--- src/rtl/fifo_rd_arb_pkg.sv ---
// Shared definitions for the async-FIFO read-port arbiter: FSM encoding,
// burst counter sizing and the starvation threshold.
package fifo_rd_arb_pkg;

  typedef enum logic {
    IDLE  = 1'b0,
    GRANT = 1'b1
  } arb_state_e;

  localparam int unsigned STARVE_LIMIT = 16;

  // Counter holds 0..burst_max-1; keep at least one bit for burst_max=1.
  function automatic int unsigned burst_cnt_w(input int unsigned burst_max);
    return (burst_max > 1) ? $clog2(burst_max) : 1;
  endfunction

endpackage

--- src/rtl/fifo_rd_arbiter_rr_picker.sv ---
// Combinational round-robin picker: first asserted request at or after
// rr_ptr, wrapping past NUM_REQ-1 back to 0.
module rr_picker
  import fifo_rd_arb_pkg::*;
#(
  parameter int unsigned NUM_REQ = 4
) (
  input  logic [NUM_REQ-1:0]         req,
  input  logic [$clog2(NUM_REQ)-1:0] rr_ptr,
  output logic [NUM_REQ-1:0]         pick,
  output logic [$clog2(NUM_REQ)-1:0] pick_idx,
  output logic                       pick_valid
);

  localparam int unsigned IW = $clog2(NUM_REQ);

  logic [IW:0]   sum;
  logic [IW-1:0] cand;

  always_comb begin
    pick       = '0;
    pick_idx   = '0;
    pick_valid = 1'b0;
    sum        = '0;
    cand       = '0;
    for (int unsigned i = 0; i < NUM_REQ; i++) begin
      // rr_ptr and i are both below NUM_REQ, so one subtraction wraps it.
      sum = {1'b0, rr_ptr} + (IW+1)'(i);
      if (sum >= (IW+1)'(NUM_REQ)) begin
        sum = sum - (IW+1)'(NUM_REQ);
      end
      cand = sum[IW-1:0];
      if (!pick_valid && req[cand]) begin
        pick[cand] = 1'b1;
        pick_idx   = cand;
        pick_valid = 1'b1;
      end
    end
  end

endmodule

--- src/rtl/fifo_rd_arbiter.sv ---
// Round-robin arbiter sharing the async FIFO read port among NUM_REQ consumers.
// Optional statistics outputs (word_cnt, starve) under FIFO_RD_ARB_STATS_EN.
module fifo_rd_arbiter
  import fifo_rd_arb_pkg::*;
#(
  parameter int unsigned NUM_REQ    = 4,
  parameter int unsigned DATA_WIDTH = 8,
  parameter int unsigned BURST_MAX  = 4
) (
  input  logic                       rclk,
  input  logic                       rrst_n,
  input  logic [NUM_REQ-1:0]         req,
  input  logic                       rempty,
  input  logic [DATA_WIDTH-1:0]      rdata,
  output logic                       rinc,
  output logic [NUM_REQ-1:0]         grant,
  output logic [DATA_WIDTH-1:0]      dout,
  output logic                       dout_valid,
  output logic [$clog2(NUM_REQ)-1:0] dout_id
`ifdef FIFO_RD_ARB_STATS_EN
  ,
  output logic [15:0]                word_cnt,
  output logic [NUM_REQ-1:0]         starve
`endif
);

  localparam int unsigned IW = $clog2(NUM_REQ);
  localparam int unsigned BW = burst_cnt_w(BURST_MAX);
  localparam logic [BW-1:0] BURST_LAST = BW'(BURST_MAX - 1);
  localparam logic [IW-1:0] LAST_IDX   = IW'(NUM_REQ - 1);

  arb_state_e         state;
  logic [IW-1:0]      owner;
  logic [IW-1:0]      rr_ptr;
  logic [BW-1:0]      burst_cnt;
  logic [NUM_REQ-1:0] pick;
  logic [IW-1:0]      pick_idx;
  logic               pick_valid;
  logic               owner_req;
  logic               release_now;
  logic               rinc_d;
  logic [IW-1:0]      id_d;

  rr_picker #(
    .NUM_REQ (NUM_REQ)
  ) u_picker (
    .req        (req),
    .rr_ptr     (rr_ptr),
    .pick       (pick),
    .pick_idx   (pick_idx),
    .pick_valid (pick_valid)
  );

  // grant is zero outside GRANT, so this also keeps rinc low while idle.
  always_comb begin
    owner_req   = |(grant & req);
    rinc        = owner_req && !rempty;
    release_now = (state == GRANT) &&
                  (!owner_req || rempty || (rinc && (burst_cnt == BURST_LAST)));
  end

  always_ff @(posedge rclk or negedge rrst_n) begin
    if (!rrst_n) begin
      state     <= IDLE;
      grant     <= '0;
      owner     <= '0;
      rr_ptr    <= '0;
      burst_cnt <= '0;
    end else begin
      case (state)
        IDLE: begin
          if (pick_valid && !rempty) begin
            state     <= GRANT;
            grant     <= pick;
            owner     <= pick_idx;
            burst_cnt <= '0;
          end
        end
        GRANT: begin
          if (release_now) begin
            state  <= IDLE;
            grant  <= '0;
            rr_ptr <= (owner == LAST_IDX) ? '0 : owner + 1'b1;
          end else if (rinc) begin
            burst_cnt <= burst_cnt + 1'b1;
          end
        end
        default: state <= IDLE;
      endcase
    end
  end

  // FIFO presents rdata the cycle after rinc; capture it one cycle later.
  always_ff @(posedge rclk or negedge rrst_n) begin
    if (!rrst_n) begin
      rinc_d     <= 1'b0;
      id_d       <= '0;
      dout       <= '0;
      dout_valid <= 1'b0;
      dout_id    <= '0;
    end else begin
      rinc_d     <= rinc;
      id_d       <= owner;
      dout_valid <= rinc_d;
      if (rinc_d) begin
        dout    <= rdata;
        dout_id <= id_d;
      end
    end
  end

`ifdef FIFO_RD_ARB_STATS_EN
  localparam int unsigned SW = $clog2(STARVE_LIMIT + 1);
  localparam logic [SW-1:0] STARVE_MAX = SW'(STARVE_LIMIT);

  logic [SW-1:0] starve_cnt [NUM_REQ];

  always_ff @(posedge rclk or negedge rrst_n) begin
    if (!rrst_n) begin
      word_cnt <= '0;
      starve   <= '0;
      for (int unsigned i = 0; i < NUM_REQ; i++) begin
        starve_cnt[i] <= '0;
      end
    end else begin
      word_cnt <= word_cnt + 16'(dout_valid);
      for (int unsigned i = 0; i < NUM_REQ; i++) begin
        if (grant[i]) begin
          starve_cnt[i] <= '0;
          starve[i]     <= 1'b0;
        end else if (req[i]) begin
          // Saturating wait counter; flag is sticky until the next grant.
          if (starve_cnt[i] != STARVE_MAX) begin
            starve_cnt[i] <= starve_cnt[i] + 1'b1;
          end
          if (starve_cnt[i] == STARVE_MAX - 1'b1) begin
            starve[i] <= 1'b1;
          end
        end else begin
          starve_cnt[i] <= '0;
        end
      end
    end
  end
`else
  // Statistics are not built in this configuration.
`endif

endmodule

--- config.mk ---
export PLATFORM = sky130hd
export DESIGN_NAME = fifo_rd_arbiter
export DESIGN_NICKNAME = d
export VERILOG_FILES = /design/src/rtl/fifo_rd_arb_pkg.sv /design/src/rtl/fifo_rd_arbiter_rr_picker.sv /design/src/rtl/fifo_rd_arbiter.sv
export SDC_FILE = /design/constraint.sdc
export NUM_CORES = 1
export LEC_CHECK = 0
export CAP_MARGIN = 10
export CORE_MARGIN = 10
export CORE_UTILIZATION = 51
export DETAILED_ROUTE_END_ITERATION = 10
export PLACE_DENSITY = 0.77
export SETUP_SLACK_MARGIN = 0.2
export SLEW_MARGIN = 30
export SYNTH_ARGS = -nofsm -noshare
export SYNTH_HDL_FRONTEND = slang
export SYNTH_SLANG_ARGS = --single-unit
--- constraint.sdc ---
create_clock -name rclk -period 3.7 [get_ports rclk]
set_input_delay 0.74 -clock rclk [delete_from_list [all_inputs] [get_ports rclk]]
set_output_delay 0.74 -clock rclk [all_outputs]
set_load 0.01 [all_outputs]
# Word level (Yosys, flattened, before mapping)

Cells that the tools add are included.

Flip-flop bits (word level): 25
Latch bits: 0
Bits in writable memories: 0
ROM bits: 0
Input bits: 15
Output and inout port bits: 16
Logic and storage cells: 108
Memories kept: 0

Add/sub/neg operators: 9
Multiply operators: 0
Div/mod/pow operators: 0
$lt $le $gt $ge: 12
Equal/unequal tests: 6
Shift operators: 0
Muxes and demuxes: 43
Bitwise gates (word level): 5
Reductions and logical operators: 23

Operators with widths:

| cell                                                              | count |
|---|---|
| 2-to-1 mux 2 bit                                                  | 12 |
| 2-to-1 mux 4 bit                                                  | 6 |
| 2-to-1 mux 1 bit                                                  | 14 |
| < comparator 2 x 3 -> 1 bit, second input constant                | 4 |
| OR 4 bit                                                          | 3 |
| logical AND 1 bit                                                 | 11 |
| greater-or-equal comparator 3 bit, second input constant          | 3 |
| binary-select mux 1 bit (select 2 bit)                            | 4 |
| demux 1 bit (select 2 bit)                                        | 4 |
| greater-or-equal comparator 2 x 1 -> 1 bit, second input constant | 4 |
| one-hot mux 4 bit (2 select lines)                                | 1 |
| subtractor 2 x 1 -> 2 bit, second input constant                  | 4 |
| adder 2 x 2 -> 3 bit, second input constant                       | 2 |
| inequality test 2 bit, second input constant                      | 3 |
| AND reduction 2 bit                                               | 3 |
| logical NOT 1 bit                                                 | 5 |
| adder 2 x 1 -> 2 bit, second input constant                       | 2 |
| bitwise AND 4 bit                                                 | 1 |
| equality test 2 bit, second input constant                        | 2 |
| one-hot mux 2 bit (2 select lines)                                | 1 |
| OR reduction 4 bit                                                | 1 |
| adder 2 x 1 -> 3 bit, second input constant                       | 1 |
| greater-or-equal comparator 2 x 3 -> 1 bit, second input constant | 1 |
| AND reduction 3 bit                                               | 1 |
| other kinds (4)                                                   | 5 |

# Depth between registers and ports, before layout

Gate-level depths: netlist (run 1).

Depth after elaboration: 17
Mapped depth: 10

# Modules after synthesis

Synthesis (run 1) repeated with hierarchy kept, for this count alone.

Cell total of the unflattened synthesis: 115
Area, all modules: 1,477.7 µm²

Modules (own cells, without submodules):

| module          | instances | cells an instance | area each (µm²) | seq. area each (µm²) |
|---|---|---|---|---|
| fifo_rd_arbiter | 1         | 70                | 1,056.0         | 625.6 |
| rr_picker       | 1         | 45                | 421.7           | 0.0 |

# Worst setup path before layout (run 1)

Ideal clock, no wire load.

Kind: reg-to-reg
From: register rr_ptr[1]
To: register grant[3]
Setup time: 0.076 ns
Arrival: 2.591 ns
Required time: 3.624 ns
Path slack: 1.033 ns
Stages on the path, launching flop included: 11
Path buffers: 3
Clock period less this slack: 2.667 ns
Cells stage by stage: dfrtp_1 clkbuf_1 inv_2 ha_1 clkbuf_1 mux4_2 or3_4 o21ai_4 buf_6 nand3_1 o21ai_1

Cells in the longest elaborated chain, start to end: 17
Elaborated cells between the ends (all ways): 65
Those cells by class: add/sub (7); order compare (12); eq/ne (1); mux (30); bitwise (3); reduce/logical (12)

Ends and longest elaborated chain:

| item                                                          | RTL line              | source |
|---|---|---|
| start: declaration                                            | fifo_rd_arbiter.sv:34 | `logic [IW-1:0] rr_ptr;` |
| start signal: assignment                                      | fifo_rd_arbiter.sv:83 | `rr_ptr <= (owner == LAST_IDX) ? '0 : owner + 1'b1;` |
| branches (longest 17 deep; another with adder 2 x 1 -> 3 bit) | --                    |  |
| end signal: assignment                                        | fifo_rd_arbiter.sv:74 | `grant <= pick;` |
| end: declaration                                              | fifo_rd_arbiter.sv:16 | `output logic [NUM_REQ-1:0] grant,` |

Several ways; the timed one is not identified. The select of a mux whose other input is x is not followed.
A chain may end at the register's enable or synchronous reset.

# Worst setup path after layout (run 1)

From: input req[2]
To: output rinc

Cells in the longest elaborated chain, start to end: 3

Ends and longest elaborated chain:

| item               | RTL line              | source |
|---|---|---|
| start: declaration | fifo_rd_arbiter.sv:12 | `input logic [NUM_REQ-1:0] req,` |
| bitwise AND 4 bit  | fifo_rd_arbiter.sv:56 | `owner_req = \|(grant & req);` |
| OR reduction 4 bit | fifo_rd_arbiter.sv:56 |  |
| logical AND 1 bit  | fifo_rd_arbiter.sv:57 | `rinc = owner_req && !rempty;` |
| end: declaration   | fifo_rd_arbiter.sv:15 | `output logic rinc,` |

Every way passes these cells.

==> results.toml, run 1 <==
[setup_path]
critPathSlowestCell = "clkdlybuf4s50_1"
worstPathArrival_ps = 2470
cp_cell_sequence = "clkdlybuf4s50_1 -> a22oi_1 -> a21oi_1 -> clkdlybuf4s50_1"
crit_buf_inv = 2
end_kind = "output port"
cpPeakStageDelay_ps = 720
crit_top_cell = "clkdlybuf4s50_1"
rr_startpoint = "rr_ptr[0]$_DFFE_PN0P_"
cp_max_fo = 13
rr_worst_depth = 7
cpLargestDelayFamily = "buffers and inverters"
critPathLaunchType = "input pin"
reg2reg_slack_ps = 1130
reg2reg_to = "grant[1]$_DFFE_PN0P_"
cp.required_ps = 2960
crit_type = "input pin to output port"

[synthesis]
syn-cell-area_sq_mm = 0.00160
syn_avg_cell_area_sq_um = 10.4
ys_types = 37
yosys_most_used_dff = "dfrtp_1"
synth.most_common_cell = "dfrtp_1"
syn_inst = 154
yosysSeqAreaShare_pct = 39.1
synth_edf_count = 0
synth.net_count = 178
async_flop_share_pct = 100
synth_seq_cells = 25
synth.area.top_cells = "dfrtp_1, mux2_2, ha_1, mux4_2, mux2i_1"
ys_warn_count = 0
synth_top_area_share_pct = 39.1
synth_largest_area_cell = "dfrtp_1"
synth_common_cells = "dfrtp_1, nand2_1, mux2_2"

[detailed_routing]
wire_per_inst_um = 17.5
viasPerCell = 5.92
drtIter0Drc = 83
firstDrtPassIters = 4
finalWirelength_um = 3880
via_count = 1314
postRouteAntennaNets = 0
drc = 0

[floorplan]
fp.dieW_um = 76.0
io_pins = 31
coreArea_sq_mm = 0.00303
initial_utilization_pct = 52.9
die_area_sq_mm = 0.00578
rows = 20
die_y_um = 76.0

[timing]
setup_violations = 0
relSlewSlack_pct = 64.3
hold_ws_ps = 372
post-route-min-period_ps = 3210
worst_pin_slew_ps = 536
period_share_pct = 86.7
fmax_mhz = 312
rsz0062_at_grt = "false"
hold_violations = 0
fin_skew_ps = 8.18
slew_viol_final = 0
setup-tns-final_ps = 0

[worst_hold_path]
hold_class = "input pin to asynchronous set/reset pin"

[place]
place_congestion = 0.866
dpl_cell_area_sq_mm = 0.00190
dp_hpwl_um = 2990
io_buffer_count = 30

[clock_network]
cts_root_buf = "clkbuf_4"
htree_levels = 1
cts_setup_buffers = 0
hold_buffers = 0
cts_resized = 0
tritoncts = "yes"
clk_path_buf_depth = 2
clkTransAtPathRegs_ps = 150
clk_latency_ps = 320
clock_sinks = 25
numCtsBuffers = 3

[grt]
grt_max_degree = 29
grt_overflow_total = 0
grt_pass1_wl_um = 6290
grt_use_total_pct = 12.7
antenna_found_initial = 0
grt_pass1_vias = 1298

[cells_and_area]
fill_cells = 266
final_nets = 203
post-route-util_pct = 63.9
diodes = 0
finalInstanceArea_sq_mm = 0.00193
drive_above_1_share_pct = 14.6
syn2layout_area_growth_pct = 20.9

[outcome]
run_status = "finished clean"

[run]
maxCapViolCount = 0

[pwr]
powerDensity_mw_per_mm2 = 865
leakage_nw = 0.803
ir_worst_vdd_v = 0.000370
==> cell families after synthesis <==
group | synth area share, %
flops | 39.1
buf+inv | 4.53
compound gates | 18.2
fa+ha+maj | 7.04
mux | 18.5
simple gates | 12.6
==> layout make-up <==
| cell class | instances | area (sq um) | share of cell area, % |
|---|---|---|---|
| repair buffers | 32 | 310 | 16.0 |
| inverters | 3 | 11.3 | 0.582 |
| clock buffers | 3 | 22.5 | 1.16 |
| clock inverters | 1 | 7.51 | 0.388 |
| flip-flops and latches | 25 | 626 | 32.3 |
| multi-input cells | 114 | 902 | 46.6 |
| well taps | 44 | 55.1 | 2.85 |
==> sequential cells by signal (all words and copies together), names as in the netlist <==
name        flops
burst_cnt       2
dout            8
dout_id         2
dout_valid      1
grant           4
id_d            2
owner           2
rinc_d          1
rr_ptr          2
state           1
==> cell usage in the layout, fill, tap and decap left out, types with 4 or more instances in the layout <==
cell / count
o22ai_1: 4
mux2_2: 12
nand2_1: 13
mux4_2: 4
dfrtp_1: 25
clkdlybuf4s50_1: 29
mux2i_1: 6
nor2_1: 10
a2bb2oi_1: 4
a21oi_1: 4
nand3_1: 8
nand2b_1: 7
ha_1: 9
o21ai_1: 6
==> per-layer routing <==
metal	global-route usage, %	vias up	part of all wire, %
li1	-	616	-
met1	15.6	661	43
met2	22.2	35	52
met3	2.00	2	3.8
met4	3.41	0	0.83
met5	0	-	0
==> stage by stage <==
stage	power [W]	std cells	setup slack [ps]
floorplan	0.00121	154	1030
global placement	0.00151	218	554
detailed placement	0.00155	218	527
CTS	0.00168	222	515
global route	0.00180	222	437
finish	0.00167	222	491
==> worst max path at each step <==
stage / startpoint / end / slack (ps) / cells after the start
floorplan: rr_ptr[1]$_DFFE_PN0P_ / grant[3]$_DFFE_PN0P_ / 1030 / 10
detailed placement: req[2] / rinc / 530 / 4
finish: req[2] / rinc / 490 / 4
CTS: req[2] / rinc / 510 / 4
global placement: req[2] / rinc / 550 / 4
global route: req[2] / rinc / 440 / 4
==> power by group <==
part | switching (W) | internal [W] | leakage (nW)
clock | 0.0000854 | 0.0000413 | 0.0139
combinational | 0.000548 | 0.000522 | 0.477
sequential | 0.0000840 | 0.000393 | 0.312
Power figures use the tool's default switching activity.
==> inputs of run 2 (changes only) <==
--- a/config.mk
+++ b/config.mk
@@ -6,8 +6,10 @@
 export NUM_CORES = 1
 export LEC_CHECK = 0
 export CAP_MARGIN = 10
+export CELL_PAD_IN_SITES_DETAIL_PLACEMENT = 0
+export CELL_PAD_IN_SITES_GLOBAL_PLACEMENT = 1
 export CORE_MARGIN = 10
-export CORE_UTILIZATION = 51
+export CORE_UTILIZATION = 40
 export DETAILED_ROUTE_END_ITERATION = 10
 export PLACE_DENSITY = 0.77
 export SETUP_SLACK_MARGIN = 0.2
==> run 2 against run 1 <==
Clock power up 30%. Utilization down 12 points. Count of clock-buffer cells in the layout unchanged. Design area up 1.7%. Wire length down 1.0%. Non-clock buffer count up 1. Total power up 2.1%. Sequential power down 1%. Global-route usage down 1.9 points. Via count down 2.4%.
==> results.toml, run 2 (synthesized netlist as in run 1, its figures left out) <==
[clock_network]
cts_setup_buffers = 0
htree_levels = 1
tritoncts = "yes"
cts_root_buf = "clkbuf_8"
clkTransAtPathRegs_ps = 90
clk_latency_ps = 270
clock_sinks = 25
hold_buffers = 0
clk_path_buf_depth = 2
cts_resized = 0
numCtsBuffers = 3

[setup_path]
rr_startpoint = "rr_ptr[0]$_DFFE_PN0P_"
cp_cell_sequence = "clkdlybuf4s50_1 -> a22oi_1 -> a21oi_1 -> clkdlybuf4s50_1"
worstPathArrival_ps = 2430
crit_type = "input pin to output port"
cpPeakStageDelay_ps = 720
end_kind = "output port"
crit_path_start = "req[3]"
cp_max_fo = 13
crit_top_cell = "clkdlybuf4s50_1"
cp.required_ps = 2960
critPathSlowestCell = "clkdlybuf4s50_1"
critPathLaunchType = "input pin"

[detailed_routing]
drtIter0Drc = 53
via_count = 1283
postRouteAntennaNets = 0
wire_per_inst_um = 16.9
viasPerCell = 5.65
drc = 0
finalWirelength_um = 3840
firstDrtPassIters = 4

[place]
place_congestion = 0.934
dp_hpwl_um = 3000
dpl_cell_area_sq_mm = 0.00192
io_buffer_count = 30

[floorplan]
die_y_um = 83.3
fp.dieW_um = 83.3
rows = 22
die_area_sq_mm = 0.00693
coreArea_sq_mm = 0.00377
io_pins = 31
initial_utilization_pct = 42.4

[cells_and_area]
syn2layout_area_growth_pct = 22.9
finalInstanceArea_sq_mm = 0.00197
diodes = 0
final_common_cell = "clkdlybuf4s50_1"
largest_reg_flops = 8
final_nets = 204
drive_above_1_share_pct = 15.1
largest-register = "dout"
final_cell_mix = "clkdlybuf4s50_1, dfrtp_1, nand2_1"
reg_top3 = "dout x8, grant x4"

[grt]
grt_overflow_total = 0
grt_pass1_vias = 1243
grt_use_total_pct = 10.8
grt_max_degree = 30
antenna_found_initial = 0
grt_pass1_wl_um = 6420

[pwr]
ir_worst_vdd_v = 0.000350
powerDensity_mw_per_mm2 = 869
leakage_nw = 0.820

[run]
maxCapViolCount = 0

[timing]
setup_violations = 0
setup-tns-final_ps = 0
fin_skew_ps = 0.755
relSlewSlack_pct = 65.0
worst_pin_slew_ps = 510
rsz0062_at_grt = "false"
fmax_mhz = 315
period_share_pct = 85.7
slew_viol_final = 0
hold_violations = 0
post-route-min-period_ps = 3170

[worst_hold_path]
hold_class = "register to register"
min_from = "owner[1]$_DFFE_PN0P_"

[outcome]
run_status = "finished clean"
[run 2: cell count changes in the layout (fill, tap and decap cells not counted), sizes merged]
cell / delta
buf: +1
clkinvlp: -1
inv: +1
[run 2: worst max-delay path: cells and delay by family]
kind / cells / cell delay, ps
buffers and inverters: 2 / 1300
AOI/OAI and AO/OA: 2 / 390
[run 2: final cells by class]
cell class,instances,area (sq um)
sequential,25,626
clock inverter,1,8.76
inverter,3,11.3
multi-input combinational,114,902
tap,48,60.1
timing repair buffer,33,318
clock buffer,3,41.3
fill,336,1800
[run 2: where the power goes]
part,switching [W],internal [W],total [W]
Clock,0.0000866,0.0000788,0.000165
Combinational,0.000552,0.000522,0.00107
Sequential,0.0000768,0.000394,0.000470
[run 2: final timing paths]
path / endpoint / slack (ps) / depth (start not counted)
setup / recovery: rinc / 530 / 4
hold / removal: id_d[1]$_DFF_PN0_ / 420 / 0
setup reg to reg: grant[2]$_DFFE_PN0P_ / 800 / 8
hold reg to reg: id_d[1]$_DFF_PN0_ / 420 / 0
max in group asynchronous: grant[1]$_DFFE_PN0P_ / 2910 / 1
min in group asynchronous: dout[5]$_DFFE_PN0P_ / 440 / 1
[run 2: per-stage QoR]
stage / worst slack (ps) / utilization, % / power, W / cells / hold WS, ps
global route: 417 / 52.2 / 0.00184 / 227 / 445
finish: 528 / 52.2 / 0.00171 / 227 / 423
floorplan: 1030 / - / 0.00121 / 154 / 352
CTS: 526 / 52.2 / 0.00172 / 227 / 427
detailed placement: 528 / 50.8 / 0.00155 / 223 / 406
global placement: 582 / 51.0 / 0.00151 / 223 / 400
[run 2: per-layer routing]
metal  GRT usage, %  vias up  wire length (um)
met3           1.66        6               136
li1               -      621                 -
met1           14.3      624              1820
met2           16.9       32              1800
met5              0        -                 0
met4           4.77        0                80
==> edit 1, RTL diff (config.mk and constraints of run 2) <==
The parameter `BURST_MAX` goes from 4 to 5.
--- a/src/rtl/fifo_rd_arbiter.sv
+++ b/src/rtl/fifo_rd_arbiter.sv
@@ -7,3 +7,3 @@
   parameter int unsigned DATA_WIDTH = 8,
-  parameter int unsigned BURST_MAX  = 4
+  parameter int unsigned BURST_MAX  = 5
 ) (
Behaviour: not the same (Yosys sat finds a counterexample within 10 cycles, from zero or initial values and one cycle with rrst_n low).
==> edit 1 against run 2 <==
Core utilization grew 0.065 points; design area down 2.8%; power fell by 6.4%; register-to-register slack gained 0.18 ns; sequential cell count up 1; routed wire length fell by 11%; setup slack better by 0.11 ns; area after synthesis shrank 5.6%; highest routed layer unchanged; die area shrank 4.2%.
==> edit 1: results (changes against run 2) <==
\begin{tabular}{lr}
\hline
Metric & Value \\
\hline
\multicolumn{2}{l}{\textbf{Final layout}} \\
\quad Ratio of cells with drive above 1 in the final layout & 0.167 (+0.0158) \\
\quad Post-layout nets & 189 (-7.4\%) \\
\multicolumn{2}{l}{\textbf{GRT}} \\
\quad First-pass GRT wire length & 5690 µm (-11\%) \\
\quad All-Layer GR Usage & 0.109 (about the same) \\
\quad Number of global-route vias before repair & 1172 (-5.7\%) \\
\quad Largest net degree at the start of global routing & 27 (-10\%) \\
\multicolumn{2}{l}{\textbf{Placement}} \\
\quad Final HPWL from detailed placement & 2670 µm (-11\%) \\
\quad Place WS & 0.562 ns (+0.0335 ns) \\
\quad Final Wtd Congestion & 0.873 (-6.6\%) \\
\quad Area after DPL & 0.00187 mm² (-2.4\%) \\
\multicolumn{2}{l}{\textbf{Worst setup path}} \\
\quad Worst R2R Start & rr\_ptr[1] \\
\quad Critical path fanouts, max & 8 (-5) \\
\quad Worst path max stage delay & 0.60 ns (-0.12 ns) \\
\multicolumn{2}{l}{\textbf{Timing}} \\
\quad Slew HR & 0.669 (+0.0192) \\
\quad Tmin final & 3.06 ns (-0.113 ns) \\
\quad Skew final & 0.00137 ns (+0.000617 ns) \\
\multicolumn{2}{l}{\textbf{Synth}} \\
\quad Sequential area share after synthesis & 0.430 (+0.0395) \\
\quad Netlist cell types & 36 (-2.7\%) \\
\quad Share of the synthesized area in compound gates (AO/OA/AOI/OAI) & 0.188 (+0.00574) \\
\quad Post-synthesis net count & 155 (-13\%) \\
\quad Multiplexer share of the synthesized area & 0.157 (-0.0280) \\
\quad Post-Synthesis Cells & 130 (-16\%) \\
\multicolumn{2}{l}{\textbf{Power}} \\
\quad Static power due to leakage & 0.806 nW (-1.7\%) \\
\quad Worst VDD drop & 0.385 mV (+10\%) \\
\quad Internal cell power & 0.000962 W (-3.3\%) \\
\multicolumn{2}{l}{\textbf{Detailed routing}} \\
\quad Vias per inst & 5.40 (-4.5\%) \\
\quad Final WL & 3430 µm (-11\%) \\
\quad Initial drt markers & 41 (-23\%) \\
\multicolumn{2}{l}{\textbf{Outcome}} \\
\quad Outcome & completed \\
\hline
\end{tabular}
==> edit 1: changes by cell type in the layout (fill, tap and decap cells not counted), sizes merged, moves of 4 or more <==
cell,before,now
mux2i,6,2
a22o,0,4
inv,4,11
a22oi,2,7
o22ai,4,0
nand2b,7,1
nand2,13,3
a21oi,4,11
nor2,10,3
nand3,8,3
a2bb2oi,4,0
==> edit 1: cell families (layout without fill, tap and decap cells) <==
group                      after synthesis  in the layout
buffers and inverters                   17             49
AOI/OAI and AO/OA                       39             39
and+or+nand+nor                         21             21
muxes                                   17             17
adders and majority gates               10             10
DFF                                     26             26
==> edit 1: final cells by class <==
cell class              instances  area, µm²
clock buffers                   3       41.3
multi-input cells              87        781
flip-flops and latches         26        651
inverters                      11       41.3
repair buffers                 35        338
well taps                      48       60.1
fillers                       320       1750
==> edit 1: power groups by stage <==
stage | combinational [W] | sequential, W | clock (W)
floorplan | 0.000576 | 0.000536 | 0
global placement | 0.000905 | 0.000529 | 0
detailed placement | 0.000927 | 0.000530 | 0
CTS | 0.000931 | 0.000526 | 0.000160
global route | 0.00101 | 0.000546 | 0.000171
finish | 0.000927 | 0.000521 | 0.000152
==> edit 1: metrics by stage <==
stage / hold slack (ns) / power, W / utilization
2_1_floorplan: 0.352 / 0.00111 / -
3_3_place_gp: 0.418 / 0.00143 / 0.511
3_5_place_dp: 0.416 / 0.00146 / 0.511
4_1_cts: 0.434 / 0.00162 / 0.522
5_1_grt: 0.446 / 0.00173 / 0.522
6_report: 0.427 / 0.00160 / 0.522
==> edit 1: final timing paths <==
kind                         endpoint  slack, ns  cells past startpoint
max                              rinc       0.64                      4
max reg2reg                  grant[1]       0.98                      7
max in group asynchronous    grant[1]       2.63                      2
min in group asynchronous  dout_id[0]       0.84                      2
min reg2reg                   id_d[1]       0.43                      0
min                           id_d[1]       0.43                      0
==> edit 1: layer usage <==
metal / part of all wire / up-vias / track usage
met5: 0 / - / 0
met4: 0.019 / 0 / 0.0623
met3: 0.075 / 4 / 0.0240
met2: 0.51 / 33 / 0.179
met1: 0.39 / 550 / 0.128
li1: - / 547 / -
==> edit 1: worst max-delay path: cells and delay by family <==
family                 cells  cell delay [ns]
buffers and inverters      2             1.17
AO/OA/AOI/OAI              2             0.40
==> edit 2, RTL diff (config.mk and constraints of run 2) <==
Made on the original files. Build with the macro `FIFO_RD_ARB_STATS_EN` defined.
--- a/src/rtl/fifo_rd_arbiter.sv
+++ b/src/rtl/fifo_rd_arbiter.sv
@@ -2,2 +2,4 @@
 // Optional statistics outputs (word_cnt, starve) under FIFO_RD_ARB_STATS_EN.
+`define FIFO_RD_ARB_STATS_EN
+
 module fifo_rd_arbiter
Formal check against the unedited RTL (old outputs only; new: starve and word_cnt): equivalent (equiv_simple and equiv_induct, registers matched by name and starting in step).
==> edit 2 against run 2 <==
Power grew 68%; hold slack lost 0.014 ns; count of clock-buffer cells in the layout increased by 6; clock skew up 0.013 ns; sequential cell count rose by 40; first-iteration DRC count is 150% higher; routed wire length rose by 90%; synthesized cell count rose by 110%; area after synthesis grew 110%; setup slack improved by 0.18 ns; design area up 120%; sequential share of layout area increased by 6.5 points.
==> edit 2: results (changes against run 2) <==
\begin{tabular}{lr}
\hline
Metric & Value \\
\hline
\multicolumn{2}{l}{\textbf{Synth}} \\
\quad Sequential area share after synthesis & 0.477 (+0.0858) \\
\quad Netlist cell types & 36 (-2.7\%) \\
\quad Adder and majority cell fraction of the synthesized area & 0.0880 (+0.0176) \\
\quad Number of synthesized register bits & 65 (+160\%) \\
\quad Multiplexer share of the synthesized area & 0.103 (-0.0826) \\
\quad Post-Synthesis Cells & 316 (+110\%) \\
\multicolumn{2}{l}{\textbf{Worst setup path}} \\
\quad Depth of the worst register-to-register path & 4 (-4) \\
\multicolumn{2}{l}{\textbf{Final layout}} \\
\quad Ratio of cells with drive above 1 in the final layout & 0.116 (-0.0347) \\
\quad Seq area share & 0.383 (+0.0645) \\
\quad Biggest regs & starve\_cnt (20), word\_cnt (16), dout (8) \\
\quad Layout buffering overhead excluding clock cells & 0.134 (-0.0280) \\
\quad Clk\_buf instances & 9 (+6) \\
\quad Count of buffers not belonging to the clock network in the layout & 58 (+76\%) \\
\multicolumn{2}{l}{\textbf{Timing}} \\
\quad Skew final & 0.0138 ns (+0.0131 ns) \\
\multicolumn{2}{l}{\textbf{GRT}} \\
\quad First-pass GRT wire length & 12700 µm (+98\%) \\
\quad Largest net degree at the start of global routing & 37 (+23\%) \\
\quad All-Layer GR Usage & 0.120 (+0.0115) \\
\multicolumn{2}{l}{\textbf{Clock network}} \\
\quad Maximum level of the CTS H-tree & 3 (+2) \\
\multicolumn{2}{l}{\textbf{Placement}} \\
\quad Number of placed instances with taps included & 468 (+110\%) \\
\quad Final HPWL from detailed placement & 5410 µm (+80\%) \\
\quad Final Wtd Congestion & 0.779 (-17\%) \\
\multicolumn{2}{l}{\textbf{Detailed routing}} \\
\quad Final WL & 7280 µm (+90\%) \\
\quad Vias per inst & 5.15 (-8.8\%) \\
\multicolumn{2}{l}{\textbf{Power}} \\
\quad Internal cell power & 0.00182 W (+83\%) \\
\quad Static power due to leakage & 1.91 nW (+130\%) \\
\multicolumn{2}{l}{\textbf{Outcome}} \\
\quad Outcome & completed \\
\hline
\end{tabular}
-- edit 2: changes by cell type after synthesis, moves of 13 or more --
cell and delta:
dfrtp_1 +40, nor2_1 +16, ha_1 +15, nand3_1 +15, xnor2_1 +15, inv_1 +13
-- edit 2: final timing paths --
check | slack [ns] | endpoint | startpoint
min in group asynchronous | 0.43 | starve_cnt[0] | rrst_n
hold / removal | 0.41 | id_d[1] | owner[1]
setup reg to reg | 1.35 | owner[0] | rr_ptr[0]
hold reg to reg | 0.41 | id_d[1] | owner[1]
max in group asynchronous | 2.64 | rinc_d | rrst_n
setup / recovery | 0.71 | rinc | req[2]
-- edit 2: per-layer routing --
metal	GRT usage	wire, µm	part of all wire
met5	0	0	0
met4	0.0516	142	0.020
met3	0.0261	281	0.039
met2	0.195	3570	0.49
met1	0.150	3290	0.45
-- edit 2: worst max-delay path, cell delays in order --
cell,delay (ns)
clkdlybuf4s50_1,0.48
a22oi_1,0.10
a21oi_1,0.32
clkdlybuf4s50_1,0.61
